===== config.mk =====
export PLATFORM = sky130hd
export DESIGN_NAME = f_mux_sweeper
export DESIGN_NICKNAME = d
export VERILOG_FILES = /design/src/rtl/f_mux_sweeper_pkg.sv /design/src/rtl/f_mux_sweeper_settle_timer.sv /design/src/rtl/f_mux_sweeper.sv
export SDC_FILE = /design/constraint.sdc
export NUM_CORES = 1
export LEC_CHECK = 0
export ABC_CLOCK_PERIOD_IN_PS = 2100
export BUFFER_PORTS_ARGS = -buffer_cell sky130_fd_sc_hd__buf_4
export CELL_PAD_IN_SITES_DETAIL_PLACEMENT = 0
export CELL_PAD_IN_SITES_GLOBAL_PLACEMENT = 1
export CORE_MARGIN = 4
export CORE_UTILIZATION = 42
export CTS_CLUSTER_DIAMETER = 120
export CTS_CLUSTER_SIZE = 28
export DETAILED_ROUTE_END_ITERATION = 6
export GPL_TIMING_DRIVEN = 0
export PLACE_DENSITY_LB_ADDON = 0.1
export SLEW_MARGIN = 40
export SYNTH_ARGS = -nofsm -noshare
export SYNTH_HDL_FRONTEND = slang
export SYNTH_SLANG_ARGS = --single-unit

===== constraint.sdc =====
create_clock -name clk -period 2.1 [get_ports clk]
set_input_delay 0.21 -clock clk [delete_from_list [all_inputs] [get_ports clk]]
set_output_delay 0.21 -clock clk [all_outputs]
set_load 0.02 [all_outputs]

===== src/rtl/f_mux_sweeper_pkg.sv =====
// Shared types and constants for the f_MUX sweeper: FSM state encoding and the
// reference truth table of the 3-input f_MUX block.
package f_mux_sweeper_pkg;

  typedef enum logic [2:0] {
    StIdle,
    StDrive,
    StSettle,
    StSample,
    StDone
  } state_e;

  // Expected s indexed by {a,b,c}, a is the MSB.
  localparam logic [7:0] F_MUX_TRUTH = 8'hA5;

  localparam logic [2:0] LastIdx = 3'd7;

endpackage


===== src/rtl/f_mux_sweeper_settle_timer.sv =====
// Loadable 4-bit down-counter with a zero flag; times the settle gap between
// driving a vector and sampling the checked block's output.
module f_mux_sweeper_settle_timer (
  input  logic       clk,
  input  logic       reset,
  input  logic       load,
  input  logic [3:0] load_val,
  input  logic       dec,
  output logic       zero
);

  logic [3:0] count_q, count_d;

  always_comb begin
    count_d = count_q;
    if (load) begin
      count_d = load_val;
    end else if (dec && (count_q != 4'd0)) begin
      count_d = count_q - 4'd1;
    end
  end

  always_ff @(posedge clk or posedge reset) begin
    if (reset) begin
      count_q <= 4'd0;
    end else begin
      count_q <= count_d;
    end
  end

  assign zero = (count_q == 4'd0);

endmodule


===== src/rtl/f_mux_sweeper.sv =====
// Clocked stimulus generator and checker for the 3-input f_MUX block: sweeps all
// eight {a,b,c} vectors, samples s after a settle gap and reports the mismatches.
module f_mux_sweeper
  import f_mux_sweeper_pkg::*;
#(
  parameter logic [7:0]  EXPECTED = F_MUX_TRUTH,
  parameter int unsigned SETTLE   = 1
) (
  input  logic       clk,
  input  logic       reset,
  input  logic       start,
  input  logic       s,
  output logic       a,
  output logic       b,
  output logic       c,
  output logic       busy,
  output logic       done,
  output logic       pass,
  output logic [3:0] err_count,
  output logic [7:0] err_map
);

  localparam bit         HasSettle  = (SETTLE > 0);
  // The timer is reloaded with SETTLE-1 so that its zero flag marks the last settle cycle.
  localparam logic [3:0] SettleLoad = HasSettle ? 4'(SETTLE - 1) : 4'd0;

  state_e     state_q, state_d;
  logic [2:0] idx_q, idx_d;
  logic [2:0] abc_q, abc_d;
  logic [3:0] err_count_q, err_count_d;
  logic [7:0] err_map_q, err_map_d;
  logic       pass_q, pass_d;
  logic       timer_load, timer_dec, timer_zero;

  f_mux_sweeper_settle_timer u_settle_timer (
    .clk      (clk),
    .reset    (reset),
    .load     (timer_load),
    .load_val (SettleLoad),
    .dec      (timer_dec),
    .zero     (timer_zero)
  );

  always_comb begin
    state_d     = state_q;
    idx_d       = idx_q;
    abc_d       = abc_q;
    err_count_d = err_count_q;
    err_map_d   = err_map_q;
    pass_d      = pass_q;
    timer_load  = 1'b0;
    timer_dec   = 1'b0;
    unique case (state_q)
      StIdle: begin
        if (start) begin
          state_d     = StDrive;
          idx_d       = 3'd0;
          abc_d       = 3'd0;
          err_count_d = 4'd0;
          err_map_d   = 8'h00;
          pass_d      = 1'b0;
        end
      end
      StDrive: begin
        timer_load = 1'b1;
        state_d    = HasSettle ? StSettle : StSample;
      end
      StSettle: begin
        timer_dec = 1'b1;
        if (timer_zero) begin
          state_d = StSample;
        end
      end
      StSample: begin
        if (s != EXPECTED[idx_q]) begin
          err_map_d[idx_q] = 1'b1;
          err_count_d      = err_count_q + 4'd1;
        end
        if (idx_q == LastIdx) begin
          state_d = StDone;
          abc_d   = 3'd0;
          pass_d  = (err_count_d == 4'd0);
        end else begin
          idx_d   = idx_q + 3'd1;
          abc_d   = idx_d;
          state_d = StDrive;
        end
      end
      StDone: begin
        state_d = StIdle;
      end
      default: begin
        state_d = StIdle;
      end
    endcase
  end

  always_ff @(posedge clk or posedge reset) begin
    if (reset) begin
      state_q     <= StIdle;
      idx_q       <= 3'd0;
      abc_q       <= 3'd0;
      err_count_q <= 4'd0;
      err_map_q   <= 8'h00;
      pass_q      <= 1'b0;
    end else begin
      state_q     <= state_d;
      idx_q       <= idx_d;
      abc_q       <= abc_d;
      err_count_q <= err_count_d;
      err_map_q   <= err_map_d;
      pass_q      <= pass_d;
    end
  end

  assign {a, b, c}  = abc_q;
  assign busy       = (state_q == StDrive) || (state_q == StSettle) || (state_q == StSample);
  assign done       = (state_q == StDone);
  assign pass       = pass_q;
  assign err_count  = err_count_q;
  assign err_map    = err_map_q;

endmodule


==> impl_metrics.toml, run 1 <==
[clock_network]
post-cts-setup-buffers = 0
cts_buffers = 3
tritoncts = "done"
root_buffer = "clkbuf_4"
cts_resized = 0
cts.htree.levels = 1
hold_buffers = 1
clkLatencyLatePin_ns = 0.32
clockBufferDepth = 2
cts_sinks = 26
clkTransAtPathRegs_ns = 0.14

[global_routing]
grt_use_total_pct = 14.9
grt_overflow = 0
grt_max_degree = 27
antenna_found_initial = 0
grt_pass1_vias = 1035
grt_pass1_wl_um = 4820

[power_and_ir_drop]
power_w = 0.00217
power_leakage_nw = 0.769
irDropWorstVdd_uv = 521
power_density_nw_per_um2 = 1380

[timing]
period_share_pct = 87.6
final-setup-viol-count = 0
max_clock_freq_mhz = 543
fin_tns_setup_ns = 0
hold_viol_final = 0
holdWs_ns = 0.291
slew-limit-headroom_pct = 62.9
worstMarginPinSlew_ns = 0.556
clock-skew-final_ns = 0.00957
slew_viol_final = 0
rsz0062_at_grt = "no"
finalCriticalPeriod_ns = 1.84

[layout]
layout.nets = 160
area_growth_pct = 18.6
layout_commonest_cell = "dfrtp_1"
final_cell_mix = "26 x dfrtp_1, 21 x buf_4, 15 x nor2_1"
layout-drive-gt1-share_pct = 23.3
diodes = 0

[synth]
synth-edff-count = 0
yosys_register_bits = 26
syn_avg_cell_area_um2 = 10.6
synth_top_area_share_pct = 49.2
synth.net_count = 133
synth-async-reset-ratio_pct = 100
ys_warn_count = 0
ys_top_cells_by_area = "dfrtp_1 49%, nor2_1 4.3%, a22o_1 4.0%"
yosysUniqueCellTypes = 39
synth_area_leader_cell = "dfrtp_1"
ys_seq_area_share_pct = 49.2
syn-cell-area_um2 = 1320
yosys_most_used_dff = "dfrtp_1"
syn_inst = 125

[floorplanning]
rows = 20
die_h_um = 64.1
core_um2 = 3030
initial_core_util_pct = 43.6
die_x_um = 64.1
io_pins = 22
die-area_um2 = 4110

[routing]
remaining_drc_errors = 0
vias_per_cell = 5.27
drtIter0Drc = 56
vias = 1022
routed_wl_um = 2770
first_pass_iters = 4
wl_per_cell_um = 14.3
detail-route-antenna-nets = 0

[critical_path]
criticalPathCategory = "reg -> out"
end_kind = "output port"
reg2reg_slack_ns = 0.35
required_ns = 1.89
worstPathArrival_ns = 1.63
startpoint_type = "register"
path_max_fanout = 10

[job]
maxCapViolations = 0

[place]
dp_hpwl_um = 2070
port_buffers = 21
place.gp.congestion = 0.734

[outcome]
status = "completed"

[min_path]
min_path_type = "in -> reg"
==> power by group <==
group / switching [W] / internal (W) / total, W
logic: 0.000662 / 0.000518 / 0.00118
registers: 0.000121 / 0.000657 / 0.000777
clock network: 0.000142 / 0.0000672 / 0.000210
total: 0.000925 / 0.00124 / 0.00217
==> cell type report <==
class	instances	area [µm²]
Sequential cell	26	651
Clock buffer	3	22.5
Multi-Input combinational cell	81	592
Tap cell	44	55.1
Buffer	8	41.3
Inverter	10	37.5
Timing Repair Buffer	22	168
Fill cell	296	1460
==> per-stage QoR <==
step / area, µm² / setup slack [ns] / util, % / cells
2_1_floorplan: 1320 / 0.506 / - / 125
3_3_place_gp: 1530 / 0.409 / 50.7 / 190
3_5_place_dp: 1530 / 0.362 / 50.7 / 190
4_1_cts: 1570 / 0.273 / 51.7 / 194
5_1_grt: 1570 / 0.148 / 51.7 / 194
6_report: 1570 / 0.260 / 51.7 / 194
==> path summary, 6_finish.rpt <==
check	from	to	cells past startpoint
setup / recovery	state_q[0]$_DFFE_PP0P_	done	4
hold / removal	start	err_map[0]$_DFFE_PP0P_	3
setup reg to reg	idx_q[2]$_DFFE_PP0P_	err_map[3]$_DFFE_PP0P_	6
hold reg to reg	abc_q[0]$_DFFE_PP0P_	abc_q[0]$_DFFE_PP0P_	1
max in group asynchronous	reset	u_settle_timer.count_q[3]$_DFFE_PP0P_	3
min in group asynchronous	reset	idx_q[0]$_DFFE_PP0P_	3
==> worst max-delay path, stage by stage, from the launching register on <==
cell,delay [ns]
dfrtp_1,0.44
clkbuf_1,0.36
nor2_1,0.16
and2_1,0.19
buf_4,0.15
==> cell families (layout without fill, tap and decap cells) <==
logic type | after synthesis | count (layout) | share of synthesized area (%)
AND/OR/NAND/NOR | 40 | 40 | 17.4
AO/OA/AOI/OAI | 30 | 30 | 17.7
flip-flops | 26 | 26 | 49.2
buffers and inverters | 18 | 43 | 5.97
XOR/XNOR | 6 | 6 | 5.11
adder cells (fa/ha/maj) | 4 | 4 | 3.79
multiplexers | 1 | 1 | 0.758
==> flip-flops by register name, indices dropped and copies added, names as in the netlist <==
signal	cells
abc_q	3
err_count	4
err_map	8
idx_q	3
pass	1
state_q	3
u_settle_timer.count_q	4
==> Yosys cell counts, types with 4 or more instances <==
cell / instances
inv_1: 10
nor3_1: 4
xnor2_1: 4
nor2_1: 15
ha_1: 4
clkbuf_1: 4
o21ai_0: 5
a22o_1: 6
dfrtp_1: 26
nor4_1: 4
a41oi_1: 5
nand2_1: 4
==> metal layers <==
| layer | global-route usage, % | wire (µm) | up-vias | share of wire, % |
|---|---|---|---|---|
| li1 | - | - | 503 | - |
| met1 | 19.6 | 1280 | 500 | 46 |
| met2 | 24.8 | 1380 | 15 | 50 |
| met3 | 2.81 | 79 | 4 | 2.8 |
| met4 | 4.75 | 34 | 0 | 1.2 |
| met5 | 0 | 0 | - | 0 |
(Power assumes the default switching activity.)
==> run 2: changes to the inputs <==
- SYNTH_HIERARCHICAL: unset -> 1
==> run 2 against run 1 <==
Synthesized cell count up 5.6%. Sequential share of layout area shrank 1.6 points. Total power fell by 6.2%. Maximum frequency rose by 4.8%. Non-clock buffer count down 1. Die area up 2.2%. Hold slack got worse by 0.014 ns. Critical path depth grew 1. Clock power is 21% higher. First-iteration DRC count grew 7.1%. Largest cell class is now multi-input gates.
==> impl_metrics.toml, run 2 <==
[critical_path]
end_kind = "register"
path_delay_family = "simple AND/OR/NAND/NOR gates"
startpoint_type = "register"
criticalPathCategory = "reg -> reg"
path_max_fanout = 9
cp_num_buf_inv = 1
reg2regPathDepth = 5
required_ns = 2.32
r2r-start = "state_q[2]$_DFFE_PP0P_"
worstPathCellList = "buf_2, nor3b_2, nor4b_2, nor3b_1, a221o_1"
worstPathArrival_ns = 1.98
reg2reg_slack_ns = 0.34
cpPeakStageDelay_ns = 0.43
critical-path-slowest-cell = "nor3b_2"
reg2reg_to = "u_settle_timer/count_q[3]$_DFFE_PP0P_"

[global_routing]
grt_overflow = 0
grt_pass1_wl_um = 4420
grt_pass1_vias = 949
grt_max_degree = 23
grt_use_total_pct = 13.5
antenna_found_initial = 0

[synth]
synth-edff-count = 0
synth_common_cells = "26 x dfrtp_1, 17 x nor2_1, 10 x a21oi_1"
yosys_register_bits = 26
ys_seq_area_share_pct = 48.0
synth_top_area_share_pct = 48.0
yosys_most_used_dff = "dfrtp_1"
syn_inst = 132
syn_avg_cell_area_um2 = 10.3
ys_top_cells_by_area = "dfrtp_1 48%, nor2_1 4.7%, a21oi_1 3.7%"
synth.most_common_cell = "dfrtp_1"
synth_area_leader_cell = "dfrtp_1"
yosysUniqueCellTypes = 46
syn-cell-area_um2 = 1360
ys_warn_count = 6
synth-async-reset-ratio_pct = 100

[min_path]
whs_endpoint = "state_q[0]$_DFFE_PP0P_"
hp-start = "start"
holdPathStages = 5
min_path_type = "in -> reg"

[routing]
vias_per_cell = 4.96
drtIter0Drc = 60
vias = 1016
detail-route-antenna-nets = 0
routed_wl_um = 2650
wl_per_cell_um = 12.9
remaining_drc_errors = 0
first_pass_iters = 4

[timing]
slew-limit-headroom_pct = 64.3
rsz0062_at_grt = "no"
holdWs_ns = 0.276
hold_viol_final = 0
fin_tns_setup_ns = 0
worstMarginPinSlew_ns = 0.532
final-setup-viol-count = 0
period_share_pct = 83.6
max_clock_freq_mhz = 570
finalCriticalPeriod_ns = 1.76
clock-skew-final_ns = 0.00429
slew_viol_final = 0

[clock_network]
tritoncts = "done"
post-cts-setup-buffers = 0
clockBufferDepth = 2
root_buffer = "clkbuf_4"
cts_buffers = 3
clkLatencyLatePin_ns = 0.32
cts_sinks = 26
clkTransAtPathRegs_ns = 0.13
cts.htree.levels = 1

[layout]
largest_reg_flops = 8
diodes = 0
final.fill_count = 307
layout.nets = 170
layout.cells.non_filler = 205
postLayoutCoreUtil_pct = 53.0
layout_commonest_cell = "dfrtp_1"
layout-drive-gt1-share_pct = 28.0
area_growth_pct = 20.3
final_cell_mix = "26 x dfrtp_1, 22 x buf_4, 17 x nor2_1"

[power_and_ir_drop]
power_leakage_nw = 0.824
irDropWorstVdd_uv = 505
power_w = 0.00203
power_density_nw_per_um2 = 1250

[place]
port_buffers = 21
dp_hpwl_um = 1970
dpl.cell_count = 200
place.gp.congestion = 0.732

[floorplanning]
core_um2 = 3080
initial_core_util_pct = 44.0
die_x_um = 64.8
die_h_um = 64.8
io_pins = 22
die-area_um2 = 4200
rows = 20

[outcome]
status = "completed"

[job]
maxCapViolations = 0
[run 2: logic make-up (layout without fill, tap and decap cells)]
kind of cell | count (synthesis) | in the layout | synth area share (%)
and+or+nand+nor | 50 | 50 | 22.2
AOI/OAI and AO/OA | 32 | 32 | 16.4
DFF | 26 | 26 | 48.0
buffers and inverters | 13 | 39 | 4.25
adders and majority gates | 4 | 4 | 3.69
xor gates and xnor gates | 4 | 4 | 3.69
muxes | 2 | 2 | 1.48
other | 1 | 4 | 0.277
[run 2: worst register-to-register path, delay by kind of cell (launching register included)]
family                 cells  cell delay [ns]
buffers and inverters      1             0.17
DFF                        1             0.38
and+or+nand+nor            3             0.85
AOI/OAI and AO/OA          1             0.27
[run 2: worst max-delay path by stage]
stage | depth (start not counted) | start | slack [ns] | end
after floorplan | 5 | state_q[2]$_DFFE_PP0P_ | 0.35 | u_settle_timer/count_q[3]$_DFFE_PP0P_
final | 5 | state_q[2]$_DFFE_PP0P_ | 0.34 | u_settle_timer/count_q[3]$_DFFE_PP0P_
after CTS | 5 | state_q[1]$_DFFE_PP0P_ | 0.07 | u_settle_timer/count_q[3]$_DFFE_PP0P_
after global placement | 5 | state_q[2]$_DFFE_PP0P_ | 0.13 | u_settle_timer/count_q[3]$_DFFE_PP0P_
after detailed placement | 5 | state_q[1]$_DFFE_PP0P_ | 0.08 | u_settle_timer/count_q[3]$_DFFE_PP0P_
after global routing | 5 | state_q[2]$_DFFE_PP0P_ | 0.23 | u_settle_timer/count_q[3]$_DFFE_PP0P_
[run 2: what timing repair did]
action | in CTS | in global routing
endpoints found under the setup margin | 0 | 1
hold buffers | 1 | 0
endpoints found under the hold margin | 26 | 0
resized for setup | 0 | 1
[run 2: final cells by class]
class,count,area [µm²],share of cell area (%)
clock buffer,4,36.3,2.23
buffer,7,35.0,2.15
multi-input combinational,96,663,40.7
sequential,26,651,39.9
tap,44,55.1,3.38
inverter,6,22.5,1.38
timing repair buffer,22,168,10.3
[run 2: where the power goes]
part           internal [W]  switching (W)
clock              0.000106       0.000149
combinational      0.000461       0.000553
sequential         0.000643       0.000121
total               0.00121       0.000822
[run 2: stage by stage]
| stage | setup WS [ns] | instance area [µm²] |
|---|---|---|
| 2_1_floorplan | 0.350 | 1370 |
| 3_3_place_gp | 0.127 | 1580 |
| 3_5_place_dp | 0.0792 | 1580 |
| 4_1_cts | 0.0658 | 1630 |
| 5_1_grt | 0.234 | 1630 |
| 6_report | 0.344 | 1630 |
[run 2: per-layer routing]
| layer | up-vias | part of all wire [%] | global-route usage (%) |
|---|---|---|---|
| met1 | 473 | 53 | 19.9 |
| met3 | 5 | 3.5 | 2.43 |
| li1 | 521 | - | - |
| met5 | - | 0 | 0 |
| met4 | 0 | 2.0 | 6.33 |
| met2 | 17 | 42 | 19.2 |
